--- config.mk ---
export PLATFORM = sky130hd
export DESIGN_NAME = regfile_sequencer
export DESIGN_NICKNAME = d
export VERILOG_FILES = /design/src/rtl/regfile_sequencer.sv
export SDC_FILE = /design/constraint.sdc
export NUM_CORES = 1
export LEC_CHECK = 0
export CAP_MARGIN = 25
export CORE_ASPECT_RATIO = 1.2
export CORE_UTILIZATION = 38
export DETAILED_ROUTE_END_ITERATION = 6
export MAX_ROUTING_LAYER = met4
export PLACE_DENSITY_LB_ADDON = 0.12
export SYNTH_ARGS = -nofsm -noshare
export SYNTH_HDL_FRONTEND = slang
export SYNTH_SLANG_ARGS = --single-unit
--- constraint.sdc ---
create_clock -name clock -period 2.9 [get_ports clock]
set_input_delay 0.87 -clock clock [delete_from_list [all_inputs] [get_ports clock]]
set_output_delay 0.87 -clock clock [all_outputs]
set_load 0.01 [all_outputs]
--- src/rtl/regfile_sequencer.sv ---
// Sequencer that streams registers 1..31 of regfile32 out (dump) or in (load).
// Dumps take two cycles per beat: one for the read, one holding the registered beat.
module regfile_sequencer (
  input  logic        clock,
  input  logic        reset,
  input  logic        start_dump,
  input  logic        start_load,
  input  logic        abort,
  output logic        busy,
  output logic        done,
  output logic [4:0]  rf_read1,
  output logic [4:0]  rf_read2,
  input  logic [31:0] rf_out1,
  output logic [4:0]  rf_writeto,
  output logic [31:0] rf_writedat,
  output logic        rf_writeenable,
  input  logic [31:0] load_data,
  input  logic        load_valid,
  output logic        load_ready,
  output logic [31:0] dump_data,
  output logic [4:0]  dump_addr,
  output logic        dump_valid,
  input  logic        dump_ready
);

  typedef enum logic [2:0] {IDLE, DUMP_RD, DUMP_HOLD, LOAD, DONE} state_t;

  localparam logic [4:0] FIRST = 5'd1;
  localparam logic [4:0] LAST  = 5'd31;

  state_t     state, state_nxt;
  logic [4:0] addr, addr_nxt;
  logic       capture;

  always_ff @(posedge clock) begin
    if (!reset) begin
      state     <= IDLE;
      addr      <= FIRST;
      dump_data <= '0;
      dump_addr <= '0;
    end else begin
      state <= state_nxt;
      addr  <= addr_nxt;
      if (capture) begin
        dump_data <= rf_out1;
        dump_addr <= addr;
      end
    end
  end

  always_comb begin
    state_nxt      = state;
    addr_nxt       = addr;
    capture        = 1'b0;
    busy           = 1'b0;
    done           = 1'b0;
    rf_read1       = '0;
    rf_read2       = '0;
    rf_writeto     = '0;
    rf_writedat    = '0;
    rf_writeenable = 1'b0;
    load_ready     = 1'b0;
    dump_valid     = 1'b0;
    case (state)
      IDLE: begin
        if (start_dump) begin
          state_nxt = DUMP_RD;
          addr_nxt  = FIRST;
        end else if (start_load) begin
          state_nxt = LOAD;
          addr_nxt  = FIRST;
        end
      end
      DUMP_RD: begin
        busy      = 1'b1;
        rf_read1  = addr;
        capture   = 1'b1;
        state_nxt = DUMP_HOLD;
      end
      DUMP_HOLD: begin
        busy       = 1'b1;
        dump_valid = 1'b1;
        if (dump_ready) begin
          if (addr == LAST) begin
            state_nxt = DONE;
          end else begin
            addr_nxt  = addr + 5'd1;
            state_nxt = DUMP_RD;
          end
        end
      end
      LOAD: begin
        busy = 1'b1;
        // Reset is gated in here so the edge that samples reset low commits no write.
        load_ready     = !abort && reset;
        rf_writeto     = addr;
        rf_writedat    = load_data;
        rf_writeenable = load_valid && load_ready;
        if (load_valid && load_ready) begin
          if (addr == LAST) state_nxt = DONE;
          else              addr_nxt  = addr + 5'd1;
        end
      end
      DONE: begin
        done      = 1'b1;
        state_nxt = IDLE;
      end
      default: state_nxt = IDLE;
    endcase
    if (abort) begin
      state_nxt = IDLE;
      addr_nxt  = FIRST;
      capture   = 1'b0;
    end
  end

endmodule
Word level (Yosys, flattened, before mapping)
Cells that the tools add are included.

cells by class
  muxes and demuxes = 23
  bitwise logic cells = 1
  add/subtract/negate cells = 1
  equal/unequal tests = 9
  reductions and logical operators = 9

operators by type and width
  kind                                           count
  2-to-1 mux 5 bit                               7
  2-to-1 mux 32 bit                              1
  2-to-1 mux 3 bit                               6
  case mux 5 bit (3 select lines)                1
  case mux 3 bit (4 select lines)                1
  AND reduction 4 bit                            2
  2-to-1 mux 1 bit                               7
  == test 3 x 2 -> 1 bit, second input constant  2
  != test 2 bit, second input constant           3
  adder 5 x 1 -> 5 bit, second input constant    1
  == test 5 bit, second input constant           1
  == test 3 x 1 -> 1 bit, second input constant  1
  == test 3 bit, second input constant           1
  logical NOT 3 bit                              1
  != test 3 bit, second input constant           1
  nonzero test 3 bit                             1
  OR reduction 3 bit                             1
  logical AND 1 bit                              2
  OR reduction 2 bit                             1
  logical NOT 1 bit                              1
  NOT 1 bit                                      1

storage, ports and cells
  flip-flop bits (word level) = 45
  word-level logic and storage cells = 47

Logic depth before layout (Yosys ltp)
Gate-level depths: netlist of run 1.

  word-level depth = 5
  gate-level depth with buffers = 7
  mapped depth without buffers = 6

Least setup slack after synthesis of run 1
No wires, ideal clock.

  path kind = input to output
  from = input port reset
  to = output port rf_writeenable
  path buffers = 0
  arrival time = 1500 ps
  path slack = 530 ps
  stages = 3
  required time = 2030 ps
  cell sequence = nor2b_1 > and3_1 > and2_1

between the ends
  word-level cells in the longest chain between the ends = 3

RTL lines
  what               line  RTL
  start, declared    5     input logic reset,
  logical AND 1 bit  95    load_ready = !abort && reset;
  logical AND 1 bit  98    rf_writeenable = load_valid && load_ready;
  2-to-1 mux 1 bit   64    case (state)
  end, declared      16    output logic rf_writeenable,

Every way passes these cells.

Final worst setup path of run 1
  from = input port load_data[12]
  to = output port rf_writedat[12]

between the ends
  word-level cells in the longest chain between the ends = 1

RTL lines
  what               line  RTL
  start, declared    17    input logic [31:0] load_data,
  2-to-1 mux 32 bit  64
  end, declared      15    output logic [31:0] rf_writedat,

Every way passes these cells.

==> flow_summary.yaml, run 1 <==
yosys:
  netlist_instances: 284
  ys_warn_count: 0
  synth_area_per_cell_sq_um: 8.01
  synth.distinct_cells: 33
  yosysSeqAreaShare: 0.396
  ys_ff_latch: 45
  synth_area_sq_um: 2270
clock_network:
  cts.sinks: 45
  htreeDepth: 2
  cts_hold_buf: 0
  clock-root-buffer: "clkbuf_8"
  cts_tree: "done"
  clkTransAtPathRegs_ps: 80
  cts_made_buffers: 5
  clk_latency_ps: 290
  cts_max_path_buffers: 2
cells_and_area:
  nFillCells: 499
  diodes: 0
  final_util: 0.704
  final_nets: 509
  final-seq-area_sq_um: 903
  drive_gt1_frac: 0.0644
  final_cell_area_sq_um: 4020
  final_common_cell: "clkdlybuf4s50_1"
  mostFrequentLayoutCells: "clkdlybuf4s50_1 (129), nand2_1 (78), dfxtp_1 (43), and3_1 (39), a21boi_1 (30)"
  multiInputGateArea_sq_um: 1230
  area_growth_syn_to_layout_pct: 76.6
setup_path:
  path_delay_family: "buffers and inverters"
  timing.rr.start: "addr[0]$_SDFFE_PP1P_"
  cp_slowest_cell: "clkdlybuf4s50_1"
  worst-r2r-cell-count: 6
  worstPathRequired_ps: 2030
  cp_common_cell: "clkdlybuf4s50_1"
  r2r-end: "addr[2]$_SDFFE_PP0P_"
  critical_path_buf_inv_count: 2
  path_max_fanout: 1
  critPathMaxStageDelay_ps: 530
  path_class: "primary input to output pin"
  crit_arrival_ps: 2010
  cp-end-kind: "output pin"
  cp-start-kind: "primary input"
  r2r_slack_ps: 910
  cp_cell_sequence: "clkdlybuf4s50_1 -> and3_1 -> clkdlybuf4s50_1"
sta:
  hold_viol: 0
  fin_skew_ps: 6.62
  drv_slew: 0
  fin_crit_ps: 2880
  period_share: 0.992
  setup_tns_ps: 0
  setup_viol: 0
  max_freq_mhz: 348
floorplan:
  io_pins: 160
  start_util: 0.399
  fp.dieW_microns: 72.6
  die_area_sq_um: 6300
  rows: 30
  die_y_microns: 86.8
  core_area_sq_um: 5710
pwr:
  leakage_nw: 2.03
  peakVddDrop_mv: 0.160
  powerDensity_nw_per_um2: 325
  finalPower_mw: 1.30
routing:
  drt-vias-per-instance: 4.90
  first_pass_iters: 4
  wl_per_cell_microns: 12.7
  drtIter0Drc: 119
  drcViolationCount: 0
  ant_nets: 0
  routed-via-count: 2522
  totalWireLength_mm: 6.54
placed_design:
  dp_hpwl_mm: 4.99
  globalplace.congestion: 0.894
  placed_area_sq_um: 3860
  io_buffer_count: 154
hold_path:
  min_path_cells: 2
  worst_hold_path_type: "flip-flop to flip-flop"
  min_from: "dump_data[7]$_SDFFE_PN0P_"
  holdPathEnd: "dump_data[7]$_SDFFE_PN0P_"
global_routing:
  grt.total_usage: 0.220
  antenna_found_initial: 0
  grt_max_degree: 40
  grt_first_pass_wirelength_mm: 10.7
  grt_pass1_vias: 2387
  grt_overflow: 0
outcome:
  status: "finished clean"
run:
  max_cap_violations: 0
per-layer routing:
metal,GRT usage,share of wire
met1,0.239,0.39
met2,0.376,0.49
met3,0.0570,0.087
met4,0.0945,0.028
met5,-,0
repair_timing:
action	CTS	global route
resized for setup	5	26
endpoints found under the setup margin	3	28
hold endpoints to repair	0	0
buffers inserted	0	1
cells in the mapped netlist:
library cell  number  share of area
nand3_1            4         0.0088
nand4_1            2         0.0055
a221oi_2           1         0.0066
nor3b_4            1         0.0083
a211oi_1           1         0.0033
nand4b_4           1          0.010
o21ai_1            1         0.0022
nand2_1           78           0.13
buf_2              4         0.0088
and2_1             8          0.022
nor2_1             6         0.0099
conb_1             1         0.0016
and3_1            39           0.11
nor3_1             3         0.0066
and2b_1            1         0.0033
o21ai_0            4         0.0088
a221o_1            1         0.0044
and2_0             1         0.0028
buf_4              7          0.023
clkbuf_1          12          0.020
o31ai_1            2         0.0066
o2111a_1           1         0.0050
a21boi_1          30          0.099
nor3b_1            1         0.0033
a21oi_1            8          0.018
o21a_1             1         0.0033
nor2b_2            1         0.0039
a21boi_0           7          0.023
dfxtp_1           45           0.40
ha_1               3          0.017
buf_6              4          0.020
nand2b_1           3         0.0083
nor2b_1            2         0.0055
metrics by stage:
step | hold slack, ps | std cells | setup slack (ps)
5_1_grt | 476 | 515 | -15.0
4_1_cts | 456 | 514 | 2.87
3_3_place_gp | 440 | 507 | -292
3_5_place_dp | 445 | 507 | -310
6_report | 453 | 515 | 22.7
2_1_floorplan | 470 | 288 | 530
state kept, by name, indices dropped and copies added (netlist names):
signal / cells
addr: 5
state: 3
dump_addr: 5
dump_data: 32
power breakdown:
part / switching [mW] / leakage, nW / internal [mW]
Sequential: 0.0119 / 0.365 / 0.635
Combinational: 0.108 / 1.62 / 0.165
Clock: 0.196 / 0.0433 / 0.188
cells by family after synthesis:
group	share of synthesized area
adder cells (fa/ha/maj)	0.0165
other	0.00165
AND/OR/NAND/NOR	0.334
buffers and inverters	0.0715
AO/OA/AOI/OAI	0.180
flip-flops	0.396
worst max path at each step:
stage / start / endpoint / depth (start not counted)
5_1_grt: load_data[12] / rf_writedat[12] / 3
3_3_place_gp: reset / rf_writeenable / 5
2_1_floorplan: reset / rf_writeenable / 3
6_report: load_data[12] / rf_writedat[12] / 3
3_5_place_dp: reset / rf_writeenable / 5
4_1_cts: load_data[18] / rf_writedat[18] / 3
worst register-to-register path: stages, from the launching register on:
cell	delay, ps
dfxtp_1	380
ha_1	260
and3_1	220
ha_1	230
a221o_1	440
o31ai_1	260
a21oi_1	90
area by class of cell:
class                      count  area share
clock inverter                 1     0.00187
clock buffer                   6      0.0206
sequential                    45       0.225
multi-input combinational    216       0.307
tap                           80      0.0249
timing repair buffer         167       0.421
No activity file was read; power rests on OpenSTA's default activity.
==> run 2, diff against run 1 <==
--- a/config.mk
+++ b/config.mk
@@ -8,9 +8,11 @@
 export CAP_MARGIN = 25
 export CORE_ASPECT_RATIO = 1.2
 export CORE_UTILIZATION = 38
+export CTS_BUF_LIST = sky130_fd_sc_hd__clkbuf_16
 export DETAILED_ROUTE_END_ITERATION = 6
 export MAX_ROUTING_LAYER = met4
 export PLACE_DENSITY_LB_ADDON = 0.12
+export REMOVE_ABC_BUFFERS = 1
 export SYNTH_ARGS = -nofsm -noshare
 export SYNTH_HDL_FRONTEND = slang
 export SYNTH_SLANG_ARGS = --single-unit
==> run 2 against run 1 <==
Against the previous run: count of clock-buffer cells in the layout shrank 1; clock skew down 4.0 ps; core utilization up 0.68 points; clock power increased by 59%; first-iteration DRC count shrank 10%; sequential cell count unchanged; register-to-register slack improved by 50 ps; non-clock buffer count down 2; critical path depth unchanged; hold slack lost 2.7 ps; largest power group unchanged.
==> flow_summary.yaml, run 2 (synthesized netlist as in run 1, its figures left out) <==
pwr:
  leakage_nw: 1.92
  powerDensity_nw_per_um2: 378
  peakVddDrop_mv: 0.429
global_routing:
  grt_pass1_vias: 2286
  antenna_found_initial: 0
  grt_first_pass_wirelength_mm: 10.2
  grt_max_degree: 40
  grt.total_usage: 0.209
  grt_overflow: 0
sta:
  fin_ws_ps: 23.3
  fin_skew_ps: 2.61
  period_share: 0.992
  fin_hold_ws_ps: 450
  max_freq_mhz: 348
  hold_viol: 0
  fin_crit_ps: 2880
  drv_slew: 0
  rsz0062_at_grt: "false"
  setup_tns_ps: 0
  setup_viol: 0
routing:
  ant_nets: 0
  totalWireLength_mm: 6.61
  first_pass_iters: 4
  wl_per_cell_microns: 12.9
  routed-via-count: 2467
  drt-vias-per-instance: 4.81
  drtIter0Drc: 107
  drcViolationCount: 0
setup_path:
  worstPathRequired_ps: 2030
  cp-start-kind: "primary input"
  r2r_slack_ps: 960
  path_max_fanout: 1
  crit_arrival_ps: 2010
  worstSetupEndpoint: "rf_writedat[10]"
  cp-end-kind: "output pin"
  crit_start: "load_data[10]"
  worst-r2r-cell-count: 6
  r2r-end: "addr[3]$_SDFFE_PP0P_"
  path_class: "primary input to output pin"
  timing.rr.start: "addr[0]$_SDFFE_PP1P_"
clock_network:
  cts_max_path_buffers: 2
  clkTransAtPathRegs_ps: 60
  clk_latency_ps: 270
  ctsResizeCount: 8
  clock-root-buffer: "clkbuf_16"
  cts_made_buffers: 5
  cts_tree: "done"
  post-cts-setup-buffers: 0
  cts.sinks: 45
  cts_hold_buf: 0
  htreeDepth: 2
cells_and_area:
  mostFrequentLayoutCells: "clkdlybuf4s50_1 (134), nand2_1 (78), dfxtp_1 (45), and3_1 (39), a21boi_1 (30)"
  largest_reg_flops: 32
  drive_gt1_frac: 0.0554
  diodes: 0
  final_util: 0.711
  largest_register: "dump_data"
  final_common_cell: "clkdlybuf4s50_1"
  final_nets: 507
  area_growth_syn_to_layout_pct: 78.3
  biggestRegsByFlops: "dump_data: 32 flops, addr: 5 flops, dump_addr: 5 flops"
run:
  max_cap_violations: 0
hold_path:
  min_path_cells: 2
  worst_hold_path_type: "flip-flop to flip-flop"
floorplan:
  start_util: 0.399
  fp.dieW_microns: 72.6
  io_pins: 160
  core_area_sq_um: 5710
  die_area_sq_um: 6300
  rows: 30
  die_y_microns: 86.8
outcome:
  status: "finished clean"
placed_design:
  globalplace.congestion: 0.802
  dp_hpwl_mm: 4.73
  io_buffer_count: 154
  place_ws_ps: -400
[run 2: changes by cell type in the layout (fill, tap and decap cells not counted), moves of 2 or more]
cell and delta:
buf_4 -2, clkbuf_16 +5, clkbuf_8 -6, clkdlybuf4s50_1 +5, dfxtp_1 +2, dfxtp_2 -2
dlygate4sd2_1 +2, dlymetal6s2s_1 -7
[run 2: per-stage QoR]
| step | power, mW | cells | area, sq um |
|---|---|---|---|
| CTS | 1.55 | 513 | 4020 |
| global route | 1.60 | 513 | 4060 |
| global placement | 0.930 | 506 | 3850 |
| finish | 1.53 | 513 | 4060 |
| floorplan | 0.750 | 261 | 2130 |
| detailed placement | 0.932 | 506 | 3850 |
[run 2: cell type report]
type	instances	area, sq um
sequential	45	901
fill	496	1650
clock buffer	5	125
tap	80	100
multi-input combinational	216	1230
timing repair buffer	165	1660
clock inverter	2	35.0
[run 2: power by group]
| part | internal, mW | leakage, nW | switching, mW | total [mW] |
|---|---|---|---|---|
| registers | 0.635 | 0.364 | 0.00903 | 0.644 |
| clock network | 0.400 | 0.0797 | 0.214 | 0.613 |
| logic | 0.162 | 1.48 | 0.112 | 0.274 |
[run 2: how the worst min path moves through the flow]
stage | startpoint | end | slack (ps)
5_1_grt | dump_data[10]$_SDFFE_PN0P_ | dump_data[10]$_SDFFE_PN0P_ | 470
3_5_place_dp | dump_addr[1]$_SDFFE_PN0P_ | dump_addr[1]$_SDFFE_PN0P_ | 440
6_report | dump_addr[1]$_SDFFE_PN0P_ | dump_addr[1]$_SDFFE_PN0P_ | 450
2_1_floorplan | addr[3]$_SDFFE_PP0P_ | dump_addr[3]$_SDFFE_PN0P_ | 470
3_3_place_gp | dump_data[30]$_SDFFE_PN0P_ | dump_data[30]$_SDFFE_PN0P_ | 440
4_1_cts | dump_data[2]$_SDFFE_PN0P_ | dump_data[2]$_SDFFE_PN0P_ | 450
[run 2: worst max-delay path, cell delays in order]
cell,delay (ps)
clkdlybuf4s50_1,450
and3_1,140
clkdlybuf4s50_1,540
[run 2: metal layers]
metal  track usage  wire length (microns)  vias up  share of wire
li1              -                      -     1244              -
met1         0.239                   2800     1113           0.42
met2         0.363                   3300      106           0.50
met3        0.0500                    447        4          0.068
met4        0.0553                     57        0         0.0086
met5             -                      0        -              0
